File: src/rtl/HighLevelControl.sv
// Shared control-path types: ALU operation encoding and arbitration limits.
package HighLevelControl;

  typedef enum logic [3:0] {
    ALU_ADD  = 4'd0,
    ALU_SUB  = 4'd1,
    ALU_OR   = 4'd2,
    ALU_AND  = 4'd3,
    ALU_XOR  = 4'd4,
    ALU_SLL  = 4'd5,
    ALU_SRL  = 4'd6,
    ALU_SRA  = 4'd7,
    ALU_SLTU = 4'd8,
    ALU_SLT  = 4'd9
  } aluOperation;

  localparam int ALU_ARB_MAX_REQ = 8;

  typedef struct packed {
    logic zero;
    logic negative;
    logic carry;
    logic overflow;
    logic illegal;
  } alu_flags_t;

  function automatic logic isLegalAluOp(aluOperation op);
    case (op)
      ALU_ADD, ALU_SUB, ALU_OR, ALU_AND, ALU_XOR,
      ALU_SLL, ALU_SRL, ALU_SRA, ALU_SLTU, ALU_SLT: return 1'b1;
      default:                                      return 1'b0;
    endcase
  endfunction

endpackage

File: src/rtl/behavioralAlu.sv
// Combinational integer ALU; result and flags are X for undefined op encodings.
// Carry on SUB is the borrow (A < B unsigned); carry/overflow are 0 for logic, shift and compare ops.
module behavioralAlu
  import HighLevelControl::*;
#(
  parameter int BIT_COUNT = 32
) (
  input  aluOperation            op,
  input  logic [BIT_COUNT-1:0]   a,
  input  logic [BIT_COUNT-1:0]   b,
  output logic [BIT_COUNT-1:0]   result,
  output logic                   zero,
  output logic                   negative,
  output logic                   carry,
  output logic                   overflow
);
  localparam int SH_W = (BIT_COUNT > 1) ? $clog2(BIT_COUNT) : 1;
  localparam int MSB  = BIT_COUNT - 1;

  logic [BIT_COUNT:0]  sum;
  logic [SH_W-1:0]     shamt;

  assign shamt = b[SH_W-1:0];

  always_comb begin
    sum      = '0;
    result   = 'x;
    carry    = 1'bx;
    overflow = 1'bx;
    case (op)
      ALU_ADD: begin
        sum      = {1'b0, a} + {1'b0, b};
        result   = sum[MSB:0];
        carry    = sum[BIT_COUNT];
        overflow = (a[MSB] == b[MSB]) && (result[MSB] != a[MSB]);
      end
      ALU_SUB: begin
        sum      = {1'b0, a} - {1'b0, b};
        result   = sum[MSB:0];
        carry    = sum[BIT_COUNT];
        overflow = (a[MSB] != b[MSB]) && (result[MSB] != a[MSB]);
      end
      ALU_OR:   begin result = a | b; carry = 1'b0; overflow = 1'b0; end
      ALU_AND:  begin result = a & b; carry = 1'b0; overflow = 1'b0; end
      ALU_XOR:  begin result = a ^ b; carry = 1'b0; overflow = 1'b0; end
      ALU_SLL:  begin result = a << shamt; carry = 1'b0; overflow = 1'b0; end
      ALU_SRL:  begin result = a >> shamt; carry = 1'b0; overflow = 1'b0; end
      ALU_SRA:  begin result = BIT_COUNT'($signed(a) >>> shamt); carry = 1'b0; overflow = 1'b0; end
      ALU_SLTU: begin
        result   = {{(BIT_COUNT-1){1'b0}}, (a < b)};
        carry    = 1'b0;
        overflow = 1'b0;
      end
      ALU_SLT:  begin
        result   = {{(BIT_COUNT-1){1'b0}}, ($signed(a) < $signed(b))};
        carry    = 1'b0;
        overflow = 1'b0;
      end
      default: ;
    endcase
    zero     = ~|result;
    negative = result[MSB];
  end

endmodule

File: src/rtl/rr_arbiter.sv
// Round-robin grant: scans from Pointer upward, wrapping modulo N; purely combinational.
// Grant is suppressed when Enable is low, GrantIdx still reports the would-be winner.
module rr_arbiter #(
  parameter int N  = 2,
  parameter int IW = (N > 1) ? $clog2(N) : 1
) (
  input  logic [N-1:0]  Valid,
  input  logic [IW-1:0] Pointer,
  input  logic          Enable,
  output logic [N-1:0]  Grant,
  output logic [IW-1:0] GrantIdx
);
  logic          found;
  logic [IW:0]   idx;

  always_comb begin
    found    = 1'b0;
    GrantIdx = '0;
    Grant    = '0;
    idx      = '0;
    for (int k = 0; k < N; k++) begin
      // One extra bit keeps Pointer+k from overflowing before the wrap.
      idx = {1'b0, Pointer} + (IW+1)'(k);
      if (idx >= (IW+1)'(N)) idx = idx - (IW+1)'(N);
      if (!found && Valid[idx[IW-1:0]]) begin
        found    = 1'b1;
        GrantIdx = idx[IW-1:0];
      end
    end
    if (found && Enable) Grant[GrantIdx] = 1'b1;
  end

endmodule

File: src/rtl/alu_arbiter.sv
// Round-robin share of one ALU among NUM_REQ requesters with a one-entry registered response.
// Latency 1 cycle; a held unconsumed response blocks all ReqReady, a consumed one swaps in the same edge.
module alu_arbiter
  import HighLevelControl::*;
#(
  parameter int BIT_COUNT = 32,
  parameter int NUM_REQ   = 2,
  parameter int ID_W      = (NUM_REQ > 1) ? $clog2(NUM_REQ) : 1
) (
  input  logic                  clk,
  input  logic                  reset_n,
  input  logic [NUM_REQ-1:0]    ReqValid,
  output logic [NUM_REQ-1:0]    ReqReady,
  input  aluOperation           ReqOp  [NUM_REQ],
  input  logic [BIT_COUNT-1:0]  ReqOpA [NUM_REQ],
  input  logic [BIT_COUNT-1:0]  ReqOpB [NUM_REQ],
  output logic                  RespValid,
  input  logic                  RespReady,
  output logic [ID_W-1:0]       RespId,
  output logic [BIT_COUNT-1:0]  RespResult,
  output logic                  RespZero,
  output logic                  RespNegative,
  output logic                  RespCarry,
  output logic                  RespOverflow,
  output logic                  RespIllegal
);
  logic                 resp_vld_q, resp_vld_d;
  logic [ID_W-1:0]      resp_id_q, resp_id_d;
  logic [BIT_COUNT-1:0] resp_res_q, resp_res_d;
  alu_flags_t           resp_flags_q, resp_flags_d;
  logic [ID_W-1:0]      ptr_q, ptr_d;

  logic                 accept;
  logic                 xfer;
  logic [NUM_REQ-1:0]   grant;
  logic [ID_W-1:0]      grant_idx;
  aluOperation          sel_op;
  logic [BIT_COUNT-1:0] sel_a, sel_b;
  logic [BIT_COUNT-1:0] alu_res;
  logic                 alu_zero, alu_neg, alu_carry, alu_ovf;
  logic                 op_legal;

  assign accept = ~resp_vld_q | RespReady;

  rr_arbiter #(.N(NUM_REQ), .IW(ID_W)) u_rr_arbiter (
    .Valid    (ReqValid),
    .Pointer  (ptr_q),
    .Enable   (accept & reset_n),
    .Grant    (grant),
    .GrantIdx (grant_idx)
  );

  assign ReqReady = grant;
  assign xfer     = |grant;

  assign sel_op   = ReqOp[grant_idx];
  assign sel_a    = ReqOpA[grant_idx];
  assign sel_b    = ReqOpB[grant_idx];
  assign op_legal = isLegalAluOp(sel_op);

  behavioralAlu #(.BIT_COUNT(BIT_COUNT)) u_alu (
    .op       (sel_op),
    .a        (sel_a),
    .b        (sel_b),
    .result   (alu_res),
    .zero     (alu_zero),
    .negative (alu_neg),
    .carry    (alu_carry),
    .overflow (alu_ovf)
  );

  always_comb begin
    resp_vld_d   = resp_vld_q;
    resp_id_d    = resp_id_q;
    resp_res_d   = resp_res_q;
    resp_flags_d = resp_flags_q;
    ptr_d        = ptr_q;
    if (xfer) begin
      resp_vld_d = 1'b1;
      resp_id_d  = grant_idx;
      ptr_d      = (grant_idx == ID_W'(NUM_REQ-1)) ? '0 : grant_idx + 1'b1;
      // Illegal ops are squashed here so the ALU's X never gets registered.
      if (op_legal) begin
        resp_res_d   = alu_res;
        resp_flags_d = '{zero: alu_zero, negative: alu_neg, carry: alu_carry,
                         overflow: alu_ovf, illegal: 1'b0};
      end else begin
        resp_res_d   = '0;
        resp_flags_d = '{zero: 1'b0, negative: 1'b0, carry: 1'b0,
                         overflow: 1'b0, illegal: 1'b1};
      end
    end else if (resp_vld_q && RespReady) begin
      resp_vld_d = 1'b0;
    end
  end

  always_ff @(posedge clk or negedge reset_n) begin
    if (!reset_n) begin
      resp_vld_q   <= 1'b0;
      resp_id_q    <= '0;
      resp_res_q   <= '0;
      resp_flags_q <= '0;
      ptr_q        <= '0;
    end else begin
      resp_vld_q   <= resp_vld_d;
      resp_id_q    <= resp_id_d;
      resp_res_q   <= resp_res_d;
      resp_flags_q <= resp_flags_d;
      ptr_q        <= ptr_d;
    end
  end

  assign RespValid    = resp_vld_q;
  assign RespId       = resp_id_q;
  assign RespResult   = resp_res_q;
  assign RespZero     = resp_flags_q.zero;
  assign RespNegative = resp_flags_q.negative;
  assign RespCarry    = resp_flags_q.carry;
  assign RespOverflow = resp_flags_q.overflow;
  assign RespIllegal  = resp_flags_q.illegal;

endmodule

File: config.mk
export PLATFORM = sky130hd
export DESIGN_NAME = alu_arbiter
export DESIGN_NICKNAME = d
export VERILOG_FILES = /design/src/rtl/HighLevelControl.sv /design/src/rtl/behavioralAlu.sv /design/src/rtl/rr_arbiter.sv /design/src/rtl/alu_arbiter.sv
export SDC_FILE = /design/constraint.sdc
export NUM_CORES = 1
export LEC_CHECK = 0
export ABC_AREA = 1
export BUFFER_PORTS_ARGS = -buffer_cell sky130_fd_sc_hd__buf_4
export CORE_MARGIN = 2
export CORE_UTILIZATION = 55
export CTS_CLUSTER_SIZE = 10
export DETAILED_ROUTE_END_ITERATION = 16
export PLACE_DENSITY = 0.8
export SETUP_SLACK_MARGIN = 0.5
export SLEW_MARGIN = 20
export SYNTH_ARGS = -nofsm -noshare
export SYNTH_HDL_FRONTEND = slang
export SYNTH_HIERARCHICAL = 1
export SYNTH_SLANG_ARGS = --single-unit
File: constraint.sdc
create_clock -name clk -period 3.6 [get_ports clk]
set_input_delay 0.72 -clock clk [delete_from_list [all_inputs] [get_ports clk]]
set_output_delay 0.72 -clock clk [all_outputs]
set_load 0.02 [all_outputs]
==> results of run 1 <==
-- logic make-up after synthesis --
| logic type | synth area share, % |
|---|---|
| buffers and inverters | 15.34 |
| adder cells (fa/ha/maj) | 9.539 |
| AND/OR/NAND/NOR | 57.59 |
| AO/OA/AOI/OAI | 9.653 |
| XOR/XNOR | 0.2665 |
| flip-flops | 7.616 |
-- per-stage QoR --
stage | utilization [%] | area (µm²) | setup WS [ns]
2_1_floorplan | - | 13420 | 0.02038
3_3_place_gp | 79.34 | 18620 | -0.6299
3_5_place_dp | 79.34 | 18620 | -0.7407
4_1_cts | 90.22 | 21180 | 0.01706
-- metal layers --
metal / GRT overflow / GRT usage (%)
met1: 52 / 86.08
met2: 629 / 108.0
met3: 49 / 79.29
met4: 285 / 99.01
met5: 8 / 70.81
-- what timing repair did --
| item | 4_1_cts |
|---|---|
| gates cloned | 6 |
| pin swaps | 153 |
| gates resized for setup | 479 |
| setup buffers | 79 |
| setup endpoints to repair | 36 |
| hold buffers | 0 |
==> flow_summary.html, run 1 <==
<table>
<tr><th>Metric</th><th>Value</th></tr>
<tr><th colspan="2">Global routing</th></tr>
<tr><td>Largest net degree at the start of global routing</td><td>77</td></tr>
<tr><td>GR Util All Layers</td><td>92.08%</td></tr>
<tr><td>Global-route wire length before repair</td><td>178.6 mm</td></tr>
<tr><td>Vias in the first global route</td><td>28,750</td></tr>
<tr><td>GRT Residual Overflow</td><td>1,023</td></tr>
<tr><th colspan="2">Synthesis</th></tr>
<tr><td>Cell type contributing the most total cell area after synthesis</td><td>sky130_fd_sc_hd__nand2_1</td></tr>
<tr><td>Synth cell count leaders</td><td>sky130_fd_sc_hd__nand2_1 (1,007), sky130_fd_sc_hd__nand3_1 (435), sky130_fd_sc_hd__inv_1 (339)</td></tr>
<tr><td>Leading register cell type out of synthesis</td><td>sky130_fd_sc_hd__dfrtp_1</td></tr>
<tr><td>Cell variety after synth</td><td>49</td></tr>
<tr><td>Synthesis Warnings</td><td>6</td></tr>
<tr><td>Post-synthesis instance total</td><td>2,620</td></tr>
<tr><td>Async S/R FF share, synth</td><td>100.0%</td></tr>
<tr><td>Most frequently used cell type in the post-synthesis netlist</td><td>sky130_fd_sc_hd__nand2_1</td></tr>
<tr><td>Post-synthesis area per instance</td><td>5.016 µm²</td></tr>
<tr><td>Portion of the post-synthesis area used by sequential elements</td><td>7.616%</td></tr>
<tr><td>Synthesized area</td><td>13,140 µm²</td></tr>
<tr><td>Top cell type's share of synthesized area</td><td>28.76%</td></tr>
<tr><td>Post-synth net total</td><td>2,860</td></tr>
<tr><td>Number of synthesized flops with an enable pin</td><td>0</td></tr>
<tr><td>Seq cells post-synth</td><td>40</td></tr>
<tr><td>Cells taking the most area after synthesis</td><td>sky130_fd_sc_hd__nand2_1 (29%), sky130_fd_sc_hd__nand3_1 (17%), sky130_fd_sc_hd__inv_1 (9.7%)</td></tr>
<tr><th colspan="2">Clock tree</th></tr>
<tr><td># H-tree levels</td><td>2</td></tr>
<tr><td>Number of buffers between clock root and the deepest sink</td><td>2</td></tr>
<tr><td>Number of sinks handled by clock tree synthesis</td><td>40</td></tr>
<tr><td>Clock buffer count from CTS</td><td>5</td></tr>
<tr><td>Clk root buf</td><td>sky130_fd_sc_hd__clkbuf_16</td></tr>
<tr><th colspan="2">Floorplanning</th></tr>
<tr><td>Top-Level Pins</td><td>182</td></tr>
<tr><td>Die boundary width</td><td>158.6 µm</td></tr>
<tr><td>Initial core utilization</td><td>55.99%</td></tr>
<tr><td>Row count</td><td>56</td></tr>
<tr><td>Die Y-Extent</td><td>158.6 µm</td></tr>
<tr><th colspan="2">Run status</th></tr>
<tr><td>Stage at which the flow ended</td><td>global routing (5_1_grt)</td></tr>
<tr><td>Status</td><td>aborted with a tool error</td></tr>
<tr><td>Error that halted the flow</td><td>[ERROR GRT-0116] Global routing finished with congestion. Check the congestion regions in the DRC Viewer.</td></tr>
<tr><th colspan="2">Place</th></tr>
<tr><td>PortBufs</td><td>181</td></tr>
<tr><td>Number of cells after detailed placement</td><td>3,544</td></tr>
<tr><td>DP HPWL</td><td>54.58 mm</td></tr>
<tr><td>GPL Wtd Cong</td><td>1.234</td></tr>
</table>
==> run 2, diff against run 1 <==
--- a/config.mk
+++ b/config.mk
@@ -8,11 +8,9 @@
 export ABC_AREA = 1
 export BUFFER_PORTS_ARGS = -buffer_cell sky130_fd_sc_hd__buf_4
 export CORE_MARGIN = 2
-export CORE_UTILIZATION = 55
-export CTS_CLUSTER_SIZE = 10
+export CORE_UTILIZATION = 40
 export DETAILED_ROUTE_END_ITERATION = 16
-export PLACE_DENSITY = 0.8
-export SETUP_SLACK_MARGIN = 0.5
+export PLACE_DENSITY_LB_ADDON = 0.15
 export SLEW_MARGIN = 20
 export SYNTH_ARGS = -nofsm -noshare
 export SYNTH_HDL_FRONTEND = slang
==> constraint.sdc (replaced) <==
create_clock -name clk -period 4.68 [get_ports clk]
set_input_delay 0.936 -clock clk [delete_from_list [all_inputs] [get_ports clk]]
set_output_delay 0.936 -clock clk [all_outputs]
set_load 0.02 [all_outputs]
==> run 2 against run 1 <==
The flow now finishes without violations. Area after synthesis is the same. Synthesized cell count unchanged.
==> flow_summary.html, run 2 <==
<table>
<tr><th>Metric</th><th>Value</th></tr>
<tr><th colspan="2">Critical path</th></tr>
<tr><td>Category of the worst setup path launch point</td><td>input pin</td></tr>
<tr><td>Largest fanout on the critical path</td><td>35</td></tr>
<tr><td>Worst reg2reg path startpoint</td><td>ptr_q$_DFFE_PN0P_</td></tr>
<tr><td>Slowest cell delay on critical path</td><td>0.51 ns</td></tr>
<tr><td>Library cell contributing the largest single delay on the critical path</td><td>sky130_fd_sc_hd__o41ai_1</td></tr>
<tr><td>Setup Crit Path Kind</td><td>in -&gt; reg</td></tr>
<tr><td>Required @ worst endpoint</td><td>4.92 ns</td></tr>
<tr><td>Launch point of the critical path</td><td>ReqValid[0]</td></tr>
<tr><td>Worst path bufs/invs</td><td>11</td></tr>
<tr><td>Most common cell type on the critical path</td><td>sky130_fd_sc_hd__nand2_1</td></tr>
<tr><td>Cell type group with the largest total delay on the critical path</td><td>buffers and inverters</td></tr>
<tr><td>Data arrival time of the critical path</td><td>4.72 ns</td></tr>
<tr><td>R2R Setup Slk</td><td>0.46 ns</td></tr>
<tr><td>Element type at the critical path end</td><td>register</td></tr>
<tr><th colspan="2">Synthesis</th></tr>
<tr><td>Number of synthesized flops with an enable pin</td><td>0</td></tr>
<tr><td>Synthesized area</td><td>13,140 µm²</td></tr>
<tr><td>Portion of the post-synthesis area used by sequential elements</td><td>7.616%</td></tr>
<tr><td>Async S/R FF share, synth</td><td>100.0%</td></tr>
<tr><td>Leading register cell type out of synthesis</td><td>sky130_fd_sc_hd__dfrtp_1</td></tr>
<tr><td>Cell variety after synth</td><td>49</td></tr>
<tr><td>Top cell type's share of synthesized area</td><td>28.76%</td></tr>
<tr><td>Post-synth net total</td><td>2,860</td></tr>
<tr><td>Cell type contributing the most total cell area after synthesis</td><td>sky130_fd_sc_hd__nand2_1</td></tr>
<tr><td>Post-synthesis instance total</td><td>2,620</td></tr>
<tr><td>Post-synthesis area per instance</td><td>5.016 µm²</td></tr>
<tr><td>Synth cell count leaders</td><td>sky130_fd_sc_hd__nand2_1 (1,007), sky130_fd_sc_hd__nand3_1 (435), sky130_fd_sc_hd__inv_1 (339)</td></tr>
<tr><td>Synthesis Warnings</td><td>6</td></tr>
<tr><td>Seq cells post-synth</td><td>40</td></tr>
<tr><td>Cells taking the most area after synthesis</td><td>sky130_fd_sc_hd__nand2_1 (29%), sky130_fd_sc_hd__nand3_1 (17%), sky130_fd_sc_hd__inv_1 (9.7%)</td></tr>
<tr><td>Most frequently used cell type in the post-synthesis netlist</td><td>sky130_fd_sc_hd__nand2_1</td></tr>
<tr><th colspan="2">Hold path</th></tr>
<tr><td>Min-delay src</td><td>RespOverflow$_DFFE_PN0P_</td></tr>
<tr><td>Class of the tightest hold or removal check</td><td>reg -&gt; reg</td></tr>
<tr><th colspan="2">STA</th></tr>
<tr><td>Final Skew</td><td>0.006926 ns</td></tr>
<tr><td>Fin crit share</td><td>95.73%</td></tr>
<tr><td>Maximum clock frequency</td><td>0.2232 GHz</td></tr>
<tr><td>Slew Limit Headroom</td><td>39.85%</td></tr>
<tr><td>Final count of hold timing violations</td><td>0</td></tr>
<tr><td>Total setup violations reported at the end of the flow</td><td>0</td></tr>
<tr><td>Transition time of the tightest slew-check pin</td><td>0.8989 ns</td></tr>
<tr><td>Final period demand of the worst path</td><td>4.480 ns</td></tr>
<tr><td>Pins over their slew limit</td><td>0</td></tr>
<tr><th colspan="2">Cells and area</th></tr>
<tr><td>Commonest cells after routing, fill and taps aside</td><td>sky130_fd_sc_hd__nand2_1 (994), sky130_fd_sc_hd__buf_4 (480), sky130_fd_sc_hd__nand3_1 (432)</td></tr>
<tr><td>Total non-filler cell area in the finished layout</td><td>17,200 µm²</td></tr>
<tr><td>FF+latch area</td><td>1001 µm²</td></tr>
<tr><td>Flip-flop count of the largest register after layout</td><td>32</td></tr>
<tr><td>Ratio of cells with drive above 1 in the final layout</td><td>20.53%</td></tr>
<tr><td>Fin util</td><td>52.99%</td></tr>
<tr><td>Most frequent standard cell in the layout excluding fill and tap cells</td><td>sky130_fd_sc_hd__nand2_1</td></tr>
<tr><td>Area of combinational cells with multiple inputs</td><td>10,300 µm²</td></tr>
<tr><td>Diode count</td><td>0</td></tr>
<tr><td>Net count, final</td><td>3,244</td></tr>
<tr><td>Layout overhead on the synthesized area</td><td>30.85%</td></tr>
<tr><td>Final-layout fill cell count</td><td>3,551</td></tr>
<tr><th colspan="2">Floorplanning</th></tr>
<tr><td>Area of the die</td><td>34,320 µm²</td></tr>
<tr><td>Placeable core area</td><td>32,450 µm²</td></tr>
<tr><td>Die Y-Extent</td><td>185.3 µm</td></tr>
<tr><td>Row count</td><td>66</td></tr>
<tr><td>Initial core utilization</td><td>40.50%</td></tr>
<tr><td>Top-Level Pins</td><td>182</td></tr>
<tr><td>Die boundary width</td><td>185.3 µm</td></tr>
<tr><th colspan="2">Clock tree</th></tr>
<tr><td>Number of buffers between clock root and the deepest sink</td><td>2</td></tr>
<tr><td>Clock buffer count from CTS</td><td>5</td></tr>
<tr><td>TritonCTS clock tree</td><td>yes</td></tr>
<tr><td>Clk root buf</td><td>sky130_fd_sc_hd__clkbuf_16</td></tr>
<tr><td>Clock latency reported for the late side of the worst-skew pair</td><td>0.30 ns</td></tr>
<tr><td>Total of hold buffers inserted after clock tree synthesis</td><td>0</td></tr>
<tr><td>Number of sinks handled by clock tree synthesis</td><td>40</td></tr>
<tr><td># H-tree levels</td><td>2</td></tr>
<tr><td>Clk pin slew, worst setup/hold paths</td><td>0.06 ns</td></tr>
<tr><th colspan="2">Place</th></tr>
<tr><td>DP HPWL</td><td>60.43 mm</td></tr>
<tr><td>GPL Wtd Cong</td><td>1.056</td></tr>
<tr><td>PortBufs</td><td>181</td></tr>
<tr><td>Placed instance area</td><td>16,790 µm²</td></tr>
<tr><th colspan="2">Global routing</th></tr>
<tr><td>Global-route wire length before repair</td><td>105.4 mm</td></tr>
<tr><td>Number of antenna violations at the first check in global routing</td><td>1</td></tr>
<tr><td>Largest net degree at the start of global routing</td><td>77</td></tr>
<tr><td>Vias in the first global route</td><td>17,390</td></tr>
<tr><td>GRT Residual Overflow</td><td>0</td></tr>
<tr><td>GR Util All Layers</td><td>41.34%</td></tr>
<tr><th colspan="2">Detailed routing</th></tr>
<tr><td>Number of detailed-route iterations in the first pass</td><td>6</td></tr>
<tr><td>Via density per instance</td><td>5.558</td></tr>
<tr><td>Post-route ant nets</td><td>0</td></tr>
<tr><td>Routed wire length</td><td>72.19 mm</td></tr>
<tr><td>Drt initial violations</td><td>2,654</td></tr>
<tr><td>DRC Markers</td><td>0</td></tr>
<tr><td>Routed via count</td><td>19,160</td></tr>
<tr><td>Wirelength per Cell</td><td>20.94 µm</td></tr>
<tr><th colspan="2">Run status</th></tr>
<tr><td>Status</td><td>completed</td></tr>
<tr><th colspan="2">Pwr</th></tr>
<tr><td>Pwr dens</td><td>404.9 nW/µm²</td></tr>
<tr><td>Overall Power</td><td>6964 µW</td></tr>
<tr><td>Static leakage</td><td>0.01008 µW</td></tr>
<tr><td>Maximum ir drop on the vdd rail</td><td>0.2374 mV</td></tr>
<tr><th colspan="2">Flow run</th></tr>
<tr><td>Number of max-capacitance violations reported</td><td>0</td></tr>
</table>
[run 2: cell counts after synthesis]
Identical to the previous run, type by type.
[run 2: repair_timing]
| item | in CTS | in global routing |
|---|---|---|
| setup buffers | 0 | 6 |
| endpoints found under the setup margin | 0 | 2 |
| resized for setup | 0 | 54 |
[run 2: worst min-delay path: stages (launching register included)]
cell and delay, ns:
sky130_fd_sc_hd__dfrtp_1 0.34, sky130_fd_sc_hd__nand2_1 0.05, sky130_fd_sc_hd__nand2_1 0.05
[run 2: cell type report]
class / count / share of cell area, %
multi-input combinational: 2108 / 59.88
clock buffer: 5 / 0.7275
sequential: 40 / 5.820
timing repair buffer: 492 / 22.28
inverter: 357 / 7.807
tap: 442 / 3.216
clock inverter: 3 / 0.2692
[run 2: where the power goes]
part	leakage, µW	internal, µW	switching [µW]
Clock	0.0000804	254	154
Combinational	0.00947	2170	3800
Sequential	0.000521	495	85.8
[run 2: routing by layer]
| metal | global-route usage, % | share of wire (%) | up-vias |
|---|---|---|---|
| li1 | - | - | 9068 |
| met1 | 53.23 | 40 | 8625 |
| met2 | 63.88 | 41 | 1241 |
| met3 | 8.022 | 12 | 224 |
| met4 | 24.29 | 7.2 | 0 |
| met5 | 0 | 0 | - |
[run 2: per-stage QoR]
step | TNS, ns | std cells | worst slack (ns) | hold slack [ns]
after global routing | -0.002762 | 3447 | -0.002762 | 0.5051
final | 0 | 3447 | 0.1997 | 0.4787
after floorplan | 0 | 2620 | 0.4665 | 0.4710
after global placement | -0.3004 | 3432 | -0.2845 | 0.4622
after detailed placement | -0.2590 | 3432 | -0.2010 | 0.4669
after CTS | 0 | 3440 | 0.09929 | 0.4836
[run 2: worst paths after layout]
path / endpoint / cells after the start
setup / recovery: RespOverflow$_DFFE_PN0P_ / 25
hold / removal: RespOverflow$_DFFE_PN0P_ / 2
setup reg to reg: RespOverflow$_DFFE_PN0P_ / 25
hold reg to reg: RespOverflow$_DFFE_PN0P_ / 2
max in group asynchronous: RespResult[20]$_DFFE_PN0P_ / 1
min in group asynchronous: RespResult[1]$_DFFE_PN0P_ / 1
[run 2: cells by family after synthesis]
family	Yosys count	share of synthesized area (%)
adder cells (fa/ha/maj)	99	9.539
AND/OR/NAND/NOR	1779	57.59
AO/OA/AOI/OAI	226	9.653
XOR/XNOR	4	0.2665
flip-flops	40	7.616
buffers and inverters	472	15.34
No activity file was read; power rests on OpenSTA's default activity.
==> run 3, diff against run 2 <==
--- a/config.mk
+++ b/config.mk
@@ -5,12 +5,11 @@
 export SDC_FILE = /design/constraint.sdc
 export NUM_CORES = 1
 export LEC_CHECK = 0
-export ABC_AREA = 1
 export BUFFER_PORTS_ARGS = -buffer_cell sky130_fd_sc_hd__buf_4
 export CORE_MARGIN = 2
 export CORE_UTILIZATION = 40
 export DETAILED_ROUTE_END_ITERATION = 16
-export PLACE_DENSITY_LB_ADDON = 0.15
+export PLACE_DENSITY = 0.66
 export SLEW_MARGIN = 20
 export SYNTH_ARGS = -nofsm -noshare
 export SYNTH_HDL_FRONTEND = slang
==> run 3 against run 2 <==
The flow now finishes with violations (setup timing). Clock power increased by 3%. Utilization up 12 points. Synthesized cell count shrank 34%. Count of clock-buffer cells in the layout rose by 2. Routed wire length is 3.6% higher. Sequential power fell by 2%. Power up 2.4%. Highest routed layer is now met5.
==> flow_summary.html, run 3 <==
<table>
<tr><th>Metric</th><th>Value</th></tr>
<tr><th colspan="2">Synthesis</th></tr>
<tr><td>Number of synthesized flops with an enable pin</td><td>0</td></tr>
<tr><td>Post-synth net total</td><td>1,973</td></tr>
<tr><td>Cell variety after synth</td><td>105</td></tr>
<tr><td>Portion of the post-synthesis area used by sequential elements</td><td>7.761%</td></tr>
<tr><td>Cell type contributing the most total cell area after synthesis</td><td>sky130_fd_sc_hd__ha_1</td></tr>
<tr><td>Synthesized area</td><td>12,900 µm²</td></tr>
<tr><td>Synthesis Warnings</td><td>6</td></tr>
<tr><td>Post-synthesis instance total</td><td>1,733</td></tr>
<tr><td>Most frequently used cell type in the post-synthesis netlist</td><td>sky130_fd_sc_hd__nand2_1</td></tr>
<tr><td>Post-synthesis area per instance</td><td>7.442 µm²</td></tr>
<tr><td>Synth cell count leaders</td><td>sky130_fd_sc_hd__nand2_1 (204), sky130_fd_sc_hd__nor2_1 (144), sky130_fd_sc_hd__inv_1 (109)</td></tr>
<tr><td>Cells taking the most area after synthesis</td><td>sky130_fd_sc_hd__ha_1 (9.4%), sky130_fd_sc_hd__mux4_2 (8.2%), sky130_fd_sc_hd__dfrtp_1 (7.8%)</td></tr>
<tr><td>Top cell type's share of synthesized area</td><td>9.410%</td></tr>
<tr><td>Leading register cell type out of synthesis</td><td>sky130_fd_sc_hd__dfrtp_1</td></tr>
<tr><td>Async S/R FF share, synth</td><td>100.0%</td></tr>
<tr><td>Seq cells post-synth</td><td>40</td></tr>
<tr><th colspan="2">STA</th></tr>
<tr><td>Final Skew</td><td>0.003557 ns</td></tr>
<tr><td>Fin Setup TNS</td><td>-1.855 ns</td></tr>
<tr><td>Pins over their slew limit</td><td>0</td></tr>
<tr><td>Transition time of the tightest slew-check pin</td><td>1.048 ns</td></tr>
<tr><td>Setup repair after global routing missed its margin</td><td>true</td></tr>
<tr><td>Final count of hold timing violations</td><td>0</td></tr>
<tr><td>Final period demand of the worst path</td><td>5.179 ns</td></tr>
<tr><td>Fin crit share</td><td>110.7%</td></tr>
<tr><td>Total setup violations reported at the end of the flow</td><td>12</td></tr>
<tr><td>Worst setup slack after layout</td><td>-0.4987 ns</td></tr>
<tr><td>Slew Limit Headroom</td><td>30.15%</td></tr>
<tr><td>Maximum clock frequency</td><td>0.1931 GHz</td></tr>
<tr><th colspan="2">Detailed routing</th></tr>
<tr><td>Routed wire length</td><td>74.77 mm</td></tr>
<tr><td>Via density per instance</td><td>6.256</td></tr>
<tr><td>DRC Markers</td><td>0</td></tr>
<tr><td>Routed via count</td><td>17,850</td></tr>
<tr><td>Number of detailed-route iterations in the first pass</td><td>6</td></tr>
<tr><td>Wirelength per Cell</td><td>26.21 µm</td></tr>
<tr><td>Drt initial violations</td><td>2,097</td></tr>
<tr><td>Post-route ant nets</td><td>0</td></tr>
<tr><th colspan="2">Global routing</th></tr>
<tr><td>Global-route wire length before repair</td><td>107.2 mm</td></tr>
<tr><td>GR Util All Layers</td><td>42.29%</td></tr>
<tr><td>Number of antenna violations at the first check in global routing</td><td>1</td></tr>
<tr><td>Vias in the first global route</td><td>17,230</td></tr>
<tr><td>Largest net degree at the start of global routing</td><td>42</td></tr>
<tr><td>GRT Residual Overflow</td><td>0</td></tr>
<tr><th colspan="2">Cells and area</th></tr>
<tr><td>Diode count</td><td>0</td></tr>
<tr><td>Final-layout fill cell count</td><td>2,791</td></tr>
<tr><td>Most frequent standard cell in the layout excluding fill and tap cells</td><td>sky130_fd_sc_hd__buf_4</td></tr>
<tr><td>Post-route non-filler standard cell count</td><td>2,853</td></tr>
<tr><td>Layout overhead on the synthesized area</td><td>59.45%</td></tr>
<tr><td>Fin util</td><td>65.00%</td></tr>
<tr><td>Net count, final</td><td>2,690</td></tr>
<tr><td>Commonest cells after routing, fill and taps aside</td><td>sky130_fd_sc_hd__buf_4 (826), sky130_fd_sc_hd__nand2_1 (202), sky130_fd_sc_hd__nor2_1 (138)</td></tr>
<tr><td>Ratio of cells with drive above 1 in the final layout</td><td>48.27%</td></tr>
<tr><td>Flip-flop count of the largest register after layout</td><td>32</td></tr>
<tr><th colspan="2">Clock tree</th></tr>
<tr><td>TritonCTS clock tree</td><td>yes</td></tr>
<tr><td>Clk pin slew, worst setup/hold paths</td><td>0.06 ns</td></tr>
<tr><td>Clock latency reported for the late side of the worst-skew pair</td><td>0.28 ns</td></tr>
<tr><td>Total of hold buffers inserted after clock tree synthesis</td><td>0</td></tr>
<tr><td>Clk root buf</td><td>sky130_fd_sc_hd__clkbuf_16</td></tr>
<tr><td>Clock buffer count from CTS</td><td>5</td></tr>
<tr><td># H-tree levels</td><td>2</td></tr>
<tr><td>Number of sinks handled by clock tree synthesis</td><td>40</td></tr>
<tr><td>Number of buffers between clock root and the deepest sink</td><td>2</td></tr>
<tr><th colspan="2">Floorplanning</th></tr>
<tr><td>Die boundary width</td><td>183.6 µm</td></tr>
<tr><td>Top-Level Pins</td><td>182</td></tr>
<tr><td>Placeable core area</td><td>31,640 µm²</td></tr>
<tr><td>Row count</td><td>65</td></tr>
<tr><td>Initial core utilization</td><td>40.77%</td></tr>
<tr><td>Area of the die</td><td>33,700 µm²</td></tr>
<tr><td>Die Y-Extent</td><td>183.6 µm</td></tr>
<tr><th colspan="2">Run status</th></tr>
<tr><td>Status</td><td>complete, but fails checks</td></tr>
<tr><td>Violated checks</td><td>setup timing</td></tr>
<tr><th colspan="2">Pwr</th></tr>
<tr><td>Pwr dens</td><td>346.8 nW/µm²</td></tr>
<tr><td>Static leakage</td><td>0.009570 µW</td></tr>
<tr><td>Part of the total power dissipated in the clock network</td><td>5.9%</td></tr>
<tr><td>Maximum ir drop on the vdd rail</td><td>0.2041 mV</td></tr>
<tr><td>Net switching fraction of the power</td><td>49.48%</td></tr>
<tr><td>Internal</td><td>3602 µW</td></tr>
<tr><td>Combinational share of power</td><td>86.1%</td></tr>
<tr><td>Overall Power</td><td>7131 µW</td></tr>
<tr><td>Switch Pwr</td><td>3529 µW</td></tr>
<tr><td>Flop pwr share</td><td>8.0%</td></tr>
<tr><th colspan="2">Critical path</th></tr>
<tr><td>R2R Setup Slk</td><td>-0.22 ns</td></tr>
<tr><td>Setup Crit Path Kind</td><td>in -&gt; reg</td></tr>
<tr><td>Largest fanout on the critical path</td><td>20</td></tr>
<tr><td>Element type at the critical path end</td><td>register</td></tr>
<tr><td>Category of the worst setup path launch point</td><td>input pin</td></tr>
<tr><td>Required @ worst endpoint</td><td>4.89 ns</td></tr>
<tr><td>Data arrival time of the critical path</td><td>5.39 ns</td></tr>
<tr><th colspan="2">Place</th></tr>
<tr><td>Dpl ws</td><td>-1.205 ns</td></tr>
<tr><td>GPL Wtd Cong</td><td>1.101</td></tr>
<tr><td>PortBufs</td><td>181</td></tr>
<tr><td>Number of cells after detailed placement</td><td>2,807</td></tr>
<tr><td>DP HPWL</td><td>61.09 mm</td></tr>
<tr><th colspan="2">Flow run</th></tr>
<tr><td>Number of max-capacitance violations reported</td><td>0</td></tr>
<tr><th colspan="2">Hold path</th></tr>
<tr><td>Class of the tightest hold or removal check</td><td>reg -&gt; reg</td></tr>
</table>
-- run 3: changes by cell type in the layout (fill, tap and decap cells not counted), moves of 48 or more --
cell                      previous run  this run
sky130_fd_sc_hd__nand2_1           994       202
sky130_fd_sc_hd__nand3_1           432        35
sky130_fd_sc_hd__buf_4             480       826
sky130_fd_sc_hd__inv_1             336        91
sky130_fd_sc_hd__nor2_1            205       138
sky130_fd_sc_hd__mux2_2              0        65
sky130_fd_sc_hd__mux2i_1             0        51
sky130_fd_sc_hd__mux4_2              0        48
-- run 3: path summary, 6_finish.rpt --
path / end / from / cells past startpoint
max reg2reg: RespZero$_DFFE_PN0P_ / ptr_q$_DFFE_PN0P_ / 19
max in group asynchronous: RespResult[10]$_DFFE_PN0P_ / reset_n / 1
min: RespResult[30]$_DFFE_PN0P_ / RespResult[30]$_DFFE_PN0P_ / 2
min reg2reg: RespResult[30]$_DFFE_PN0P_ / RespResult[30]$_DFFE_PN0P_ / 2
min in group asynchronous: RespResult[25]$_DFFE_PN0P_ / reset_n / 1
max: RespZero$_DFFE_PN0P_ / ReqValid[1] / 19
-- run 3: layout make-up --
cell class	instances	area [µm²]	area share, %
inverters	114	449.2	2.184
well taps	402	503.0	2.446
clock inverters	1	30.03	0.1460
flip-flops and latches	40	1001	4.867
multi-input cells	1433	11680	56.79
repair buffers	856	6750	32.82
clock buffers	7	152.6	0.7423
-- run 3: what timing repair did --
action | 4_1_cts | 5_1_grt
buffers inserted | 7 | 28
endpoints found under the setup margin | 17 | 20
cloned | 0 | 4
pin swaps | 22 | 26
hold endpoints to repair | 0 | 0
gates resized for setup | 75 | 128
-- run 3: worst max-delay path: stages --
cell and delay [ns]:
sky130_fd_sc_hd__buf_4 0.12, sky130_fd_sc_hd__and2_4 0.17, sky130_fd_sc_hd__buf_12 0.15, sky130_fd_sc_hd__buf_12 0.13, sky130_fd_sc_hd__mux2_4 0.24, sky130_fd_sc_hd__buf_12 0.19
sky130_fd_sc_hd__buf_4 0.19, sky130_fd_sc_hd__buf_4 0.18, sky130_fd_sc_hd__mux4_2 0.59, sky130_fd_sc_hd__buf_4 0.19, sky130_fd_sc_hd__mux4_2 0.52, sky130_fd_sc_hd__a221oi_4 0.38
sky130_fd_sc_hd__o21ai_1 0.13, sky130_fd_sc_hd__or3_1 0.41, sky130_fd_sc_hd__nor4_2 0.28, sky130_fd_sc_hd__nand4_1 0.17, sky130_fd_sc_hd__nor3b_2 0.18, sky130_fd_sc_hd__nand2_1 0.08
sky130_fd_sc_hd__o21ai_2 0.13
-- run 3: through the flow --
| step | cell area, µm² | hold WS [ns] |
|---|---|---|
| after floorplan | 13120 | 0.5182 |
| after global placement | 19110 | 0.4621 |
| after detailed placement | 19110 | 0.4631 |
| after CTS | 19660 | 0.4841 |
| after global routing | 20560 | 0.5174 |
| final | 20560 | 0.4772 |
-- run 3: power groups by stage --
stage          Sequential [µW]  Clock [µW]  Combinational (µW)
6_report                   572         419                6140
2_1_floorplan              728           0                2530
5_1_grt                    587         434                6420
3_5_place_dp               573           0                5490
4_1_cts                    570         420                5660
3_3_place_gp               567           0                5440
-- run 3: cell families (layout without fill, tap and decap cells) --
| logic type | Yosys count | in the layout | synth area share [%] |
|---|---|---|---|
| AOI/OAI and AO/OA | 538 | 538 | 29.08 |
| DFF | 40 | 40 | 7.761 |
| xor gates and xnor gates | 11 | 11 | 0.7471 |
| buffers and inverters | 260 | 978 | 9.216 |
| adders and majority gates | 99 | 99 | 9.721 |
| and+or+nand+nor | 584 | 584 | 21.71 |
| muxes | 201 | 201 | 21.76 |
-- run 3: layer usage --
layer | wire length, µm | up-vias | global-route usage (%)
met5 | 14 | - | 0
met4 | 5023 | 2 | 21.34
met3 | 7574 | 252 | 7.211
met2 | 33090 | 1133 | 67.88
met1 | 29070 | 8532 | 54.70
li1 | - | 7930 | -
==> run 4, diff against run 3 <==
--- a/config.mk
+++ b/config.mk
@@ -7,9 +7,9 @@
 export LEC_CHECK = 0
 export BUFFER_PORTS_ARGS = -buffer_cell sky130_fd_sc_hd__buf_4
 export CORE_MARGIN = 2
-export CORE_UTILIZATION = 40
+export CORE_UTILIZATION = 42
 export DETAILED_ROUTE_END_ITERATION = 16
-export PLACE_DENSITY = 0.66
+export PLACE_DENSITY = 0.69
 export SLEW_MARGIN = 20
 export SYNTH_ARGS = -nofsm -noshare
 export SYNTH_HDL_FRONTEND = slang
==> run 4 against run 3 <==
The run still ends with setup timing left. Critical path depth is 5 higher. Worst setup slack worse by 0.16 ns. Global-route usage is 3.5 points higher. Final cell count is 0.81% lower. Critical endpoint unchanged. Highest routed layer unchanged.
==> flow_summary.html, run 4 (synthesis results as in run 3) <==
<table>
<tr><th>Metric</th><th>Value</th></tr>
<tr><th colspan="2">Floorplanning</th></tr>
<tr><td>Die Y-Extent</td><td>179.2 µm</td></tr>
<tr><td>Area of the die</td><td>32,130 µm²</td></tr>
<tr><td>Top-Level Pins</td><td>182</td></tr>
<tr><td>Die boundary width</td><td>179.2 µm</td></tr>
<tr><td>Row count</td><td>64</td></tr>
<tr><td>Placeable core area</td><td>30,430 µm²</td></tr>
<tr><td>Initial core utilization</td><td>42.38%</td></tr>
<tr><th colspan="2">Detailed routing</th></tr>
<tr><td>Wirelength per Cell</td><td>26.53 µm</td></tr>
<tr><td>Routed via count</td><td>18,130</td></tr>
<tr><td>Drt initial violations</td><td>2,319</td></tr>
<tr><td>DRC Markers</td><td>0</td></tr>
<tr><td>Via density per instance</td><td>6.407</td></tr>
<tr><td>Post-route ant nets</td><td>0</td></tr>
<tr><td>Routed wire length</td><td>75.07 mm</td></tr>
<tr><td>Number of detailed-route iterations in the first pass</td><td>6</td></tr>
<tr><th colspan="2">STA</th></tr>
<tr><td>Transition time of the tightest slew-check pin</td><td>1.059 ns</td></tr>
<tr><td>Final period demand of the worst path</td><td>5.340 ns</td></tr>
<tr><td>Fin crit share</td><td>114.1%</td></tr>
<tr><td>Slew Limit Headroom</td><td>29.42%</td></tr>
<tr><td>Total setup violations reported at the end of the flow</td><td>11</td></tr>
<tr><td>Setup repair after global routing missed its margin</td><td>true</td></tr>
<tr><td>Final Skew</td><td>0.006681 ns</td></tr>
<tr><td>Pins over their slew limit</td><td>0</td></tr>
<tr><td>Final count of hold timing violations</td><td>0</td></tr>
<tr><td>Hold_ws</td><td>0.4709 ns</td></tr>
<tr><td>Maximum clock frequency</td><td>0.1873 GHz</td></tr>
<tr><td>Worst setup slack after layout</td><td>-0.6604 ns</td></tr>
<tr><th colspan="2">Pwr</th></tr>
<tr><td>Combinational share of power</td><td>87.0%</td></tr>
<tr><td>Switch Pwr</td><td>3515 µW</td></tr>
<tr><td>Internal</td><td>3435 µW</td></tr>
<tr><td>Overall Power</td><td>6949 µW</td></tr>
<tr><td>Maximum ir drop on the vdd rail</td><td>0.1934 mV</td></tr>
<tr><td>Pwr dens</td><td>344.1 nW/µm²</td></tr>
<tr><td>Net switching fraction of the power</td><td>50.57%</td></tr>
<tr><td>Static leakage</td><td>0.009450 µW</td></tr>
<tr><td>Part of the total power dissipated in the clock network</td><td>4.9%</td></tr>
<tr><td>Flop pwr share</td><td>8.1%</td></tr>
<tr><th colspan="2">Critical path</th></tr>
<tr><td>Largest fanout on the critical path</td><td>21</td></tr>
<tr><td>R2R Setup Slk</td><td>-0.34 ns</td></tr>
<tr><td>Category of the worst setup path launch point</td><td>input pin</td></tr>
<tr><td>Cell type group with the largest total delay on the critical path</td><td>simple AND/OR/NAND/NOR gates</td></tr>
<tr><td>Worst path bufs/invs</td><td>9</td></tr>
<tr><td>Most common cell type on the critical path</td><td>sky130_fd_sc_hd__buf_4</td></tr>
<tr><td>Setup Crit Path Kind</td><td>in -&gt; reg</td></tr>
<tr><td>Sequence of cells on the critical path</td><td>buf_8, nand2b_4, and2_4, buf_6, buf_6, mux2_4, clkinv_4, buf_4, buf_4, buf_4, buf_12, mux2i_4, a211oi_1, buf_4, a221o_1, nor2_1, o211ai_1, nor3b_2, nand4_1, nor4_2, nand4_1, nor3b_2, nand2_1, o21ai_2</td></tr>
<tr><td>Data arrival time of the critical path</td><td>5.55 ns</td></tr>
<tr><td>Element type at the critical path end</td><td>register</td></tr>
<tr><td>Required @ worst endpoint</td><td>4.89 ns</td></tr>
<tr><td>Library cell contributing the largest single delay on the critical path</td><td>sky130_fd_sc_hd__mux2i_4</td></tr>
<tr><td>Slowest cell delay on critical path</td><td>0.34 ns</td></tr>
<tr><th colspan="2">Global routing</th></tr>
<tr><td>Vias in the first global route</td><td>17,730</td></tr>
<tr><td>Number of antenna violations at the first check in global routing</td><td>1</td></tr>
<tr><td>GRT Residual Overflow</td><td>0</td></tr>
<tr><td>Largest net degree at the start of global routing</td><td>42</td></tr>
<tr><td>GR Util All Layers</td><td>45.79%</td></tr>
<tr><td>Global-route wire length before repair</td><td>109.3 mm</td></tr>
<tr><th colspan="2">Flow run</th></tr>
<tr><td>Number of max-capacitance violations reported</td><td>0</td></tr>
<tr><th colspan="2">Hold path</th></tr>
<tr><td>Class of the tightest hold or removal check</td><td>reg -&gt; reg</td></tr>
<tr><th colspan="2">Clock tree</th></tr>
<tr><td>Clk pin slew, worst setup/hold paths</td><td>0.06 ns</td></tr>
<tr><td># H-tree levels</td><td>2</td></tr>
<tr><td>Clock latency reported for the late side of the worst-skew pair</td><td>0.29 ns</td></tr>
<tr><td>Number of buffers between clock root and the deepest sink</td><td>2</td></tr>
<tr><td>Number of sinks handled by clock tree synthesis</td><td>40</td></tr>
<tr><td>Clk root buf</td><td>sky130_fd_sc_hd__clkbuf_16</td></tr>
<tr><td>Clock buffer count from CTS</td><td>5</td></tr>
<tr><td>TritonCTS clock tree</td><td>yes</td></tr>
<tr><td>Total of hold buffers inserted after clock tree synthesis</td><td>0</td></tr>
<tr><th colspan="2">Place</th></tr>
<tr><td>GPL Wtd Cong</td><td>1.076</td></tr>
<tr><td>Placed instance area</td><td>18,950 µm²</td></tr>
<tr><td>DP HPWL</td><td>61.46 mm</td></tr>
<tr><td>PortBufs</td><td>181</td></tr>
<tr><th colspan="2">Cells and area</th></tr>
<tr><td>Ratio of cells with drive above 1 in the final layout</td><td>47.20%</td></tr>
<tr><td>Most frequent standard cell in the layout excluding fill and tap cells</td><td>sky130_fd_sc_hd__buf_4</td></tr>
<tr><td>Commonest cells after routing, fill and taps aside</td><td>sky130_fd_sc_hd__buf_4 (801), sky130_fd_sc_hd__nand2_1 (202), sky130_fd_sc_hd__nor2_1 (140)</td></tr>
<tr><td>Net count, final</td><td>2,671</td></tr>
<tr><td>Flip-flop count of the largest register after layout</td><td>32</td></tr>
<tr><td>Layout overhead on the synthesized area</td><td>56.57%</td></tr>
<tr><td>Total non-filler cell area in the finished layout</td><td>20,190 µm²</td></tr>
<tr><th colspan="2">Run status</th></tr>
<tr><td>Status</td><td>complete, but fails checks</td></tr>
<tr><td>Violated checks</td><td>setup timing</td></tr>
</table>
[run 4: cell count changes in the layout (fill, tap and decap cells not counted), sizes merged]
cell / before / now
clkbuf: 11 / 5
diode: 0 / 2
clkinv: 3 / 7
buf: 852 / 837
bufinv: 1 / 0
inv: 110 / 109
[run 4: power groups by stage]
stage | Sequential [µW] | Clock, µW | Combinational, µW
final | 561 | 339 | 6050
after global routing | 579 | 354 | 6310
after CTS | 560 | 343 | 5680
after detailed placement | 566 | 0 | 5430
after global placement | 561 | 0 | 5380
after floorplan | 728 | 0 | 2530
[run 4: through the flow]
| stage | TNS [ns] | util (%) | cells | setup WS, ns |
|---|---|---|---|---|
| 5_1_grt | -4.802 | 66.35 | 2829 | -0.7433 |
| 2_1_floorplan | -0.9582 | - | 1733 | -0.4046 |
| 6_report | -3.776 | 66.36 | 2830 | -0.6604 |
| 3_5_place_dp | -13.31 | 62.28 | 2781 | -1.110 |
| 3_3_place_gp | -11.31 | 62.28 | 2781 | -1.034 |
| 4_1_cts | -3.161 | 65.03 | 2816 | -0.5914 |
[run 4: per-layer routing]
metal  GRT usage [%]  share of wire [%]  up-vias
met4           33.74                9.5        2
met3           9.775                 11      358
li1                -                  -     7883
met2           70.14                 43     1381
met1           56.26                 37     8507
met5           2.724               0.15        -
[run 4: final cells by class]
class	count	area, µm²
clock inverters	3	18.77
fillers	2646	10240
repair buffers	837	6570
clock buffers	5	125.1
multi-input cells	1433	11540
diodes	2	5.005
inverters	114	441.7
flip-flops and latches	40	1001
well taps	396	495.5
[run 4: path summary, 6_finish.rpt]
check	from	end	depth (start not counted)
setup / recovery	ReqValid[0]	RespZero$_DFFE_PN0P_	24
hold / removal	RespId$_DFFE_PN0P_	RespId$_DFFE_PN0P_	2
setup reg to reg	ptr_q$_DFFE_PN0P_	RespZero$_DFFE_PN0P_	23
hold reg to reg	RespId$_DFFE_PN0P_	RespId$_DFFE_PN0P_	2
max in group asynchronous	reset_n	RespResult[10]$_DFFE_PN0P_	1
min in group asynchronous	reset_n	RespResult[31]$_DFFE_PN0P_	1
[run 4: timing repair]
item	CTS	global route
resized for setup	101	70
buffers inserted	28	13
pin swaps	35	27
endpoints found under the setup margin	18	19
[run 4: worst reg2reg max path, stage by stage, from the launching register on]
cell	delay [ns]
sky130_fd_sc_hd__dfrtp_1	0.36
sky130_fd_sc_hd__nand2b_4	0.14
sky130_fd_sc_hd__and2_4	0.28
sky130_fd_sc_hd__buf_6	0.19
sky130_fd_sc_hd__buf_6	0.10
sky130_fd_sc_hd__mux2_4	0.33
sky130_fd_sc_hd__clkinv_4	0.08
sky130_fd_sc_hd__buf_4	0.12
sky130_fd_sc_hd__buf_4	0.10
sky130_fd_sc_hd__buf_4	0.22
sky130_fd_sc_hd__buf_12	0.23
sky130_fd_sc_hd__mux2i_4	0.36
sky130_fd_sc_hd__a211oi_1	0.12
sky130_fd_sc_hd__buf_4	0.16
sky130_fd_sc_hd__a221o_1	0.33
sky130_fd_sc_hd__nor2_1	0.22
sky130_fd_sc_hd__o211ai_1	0.32
sky130_fd_sc_hd__nor3b_2	0.26
sky130_fd_sc_hd__nand4_1	0.22
sky130_fd_sc_hd__nor4_2	0.28
sky130_fd_sc_hd__nand4_1	0.15
sky130_fd_sc_hd__nor3b_2	0.17
sky130_fd_sc_hd__nand2_1	0.08
sky130_fd_sc_hd__o21ai_2	0.12
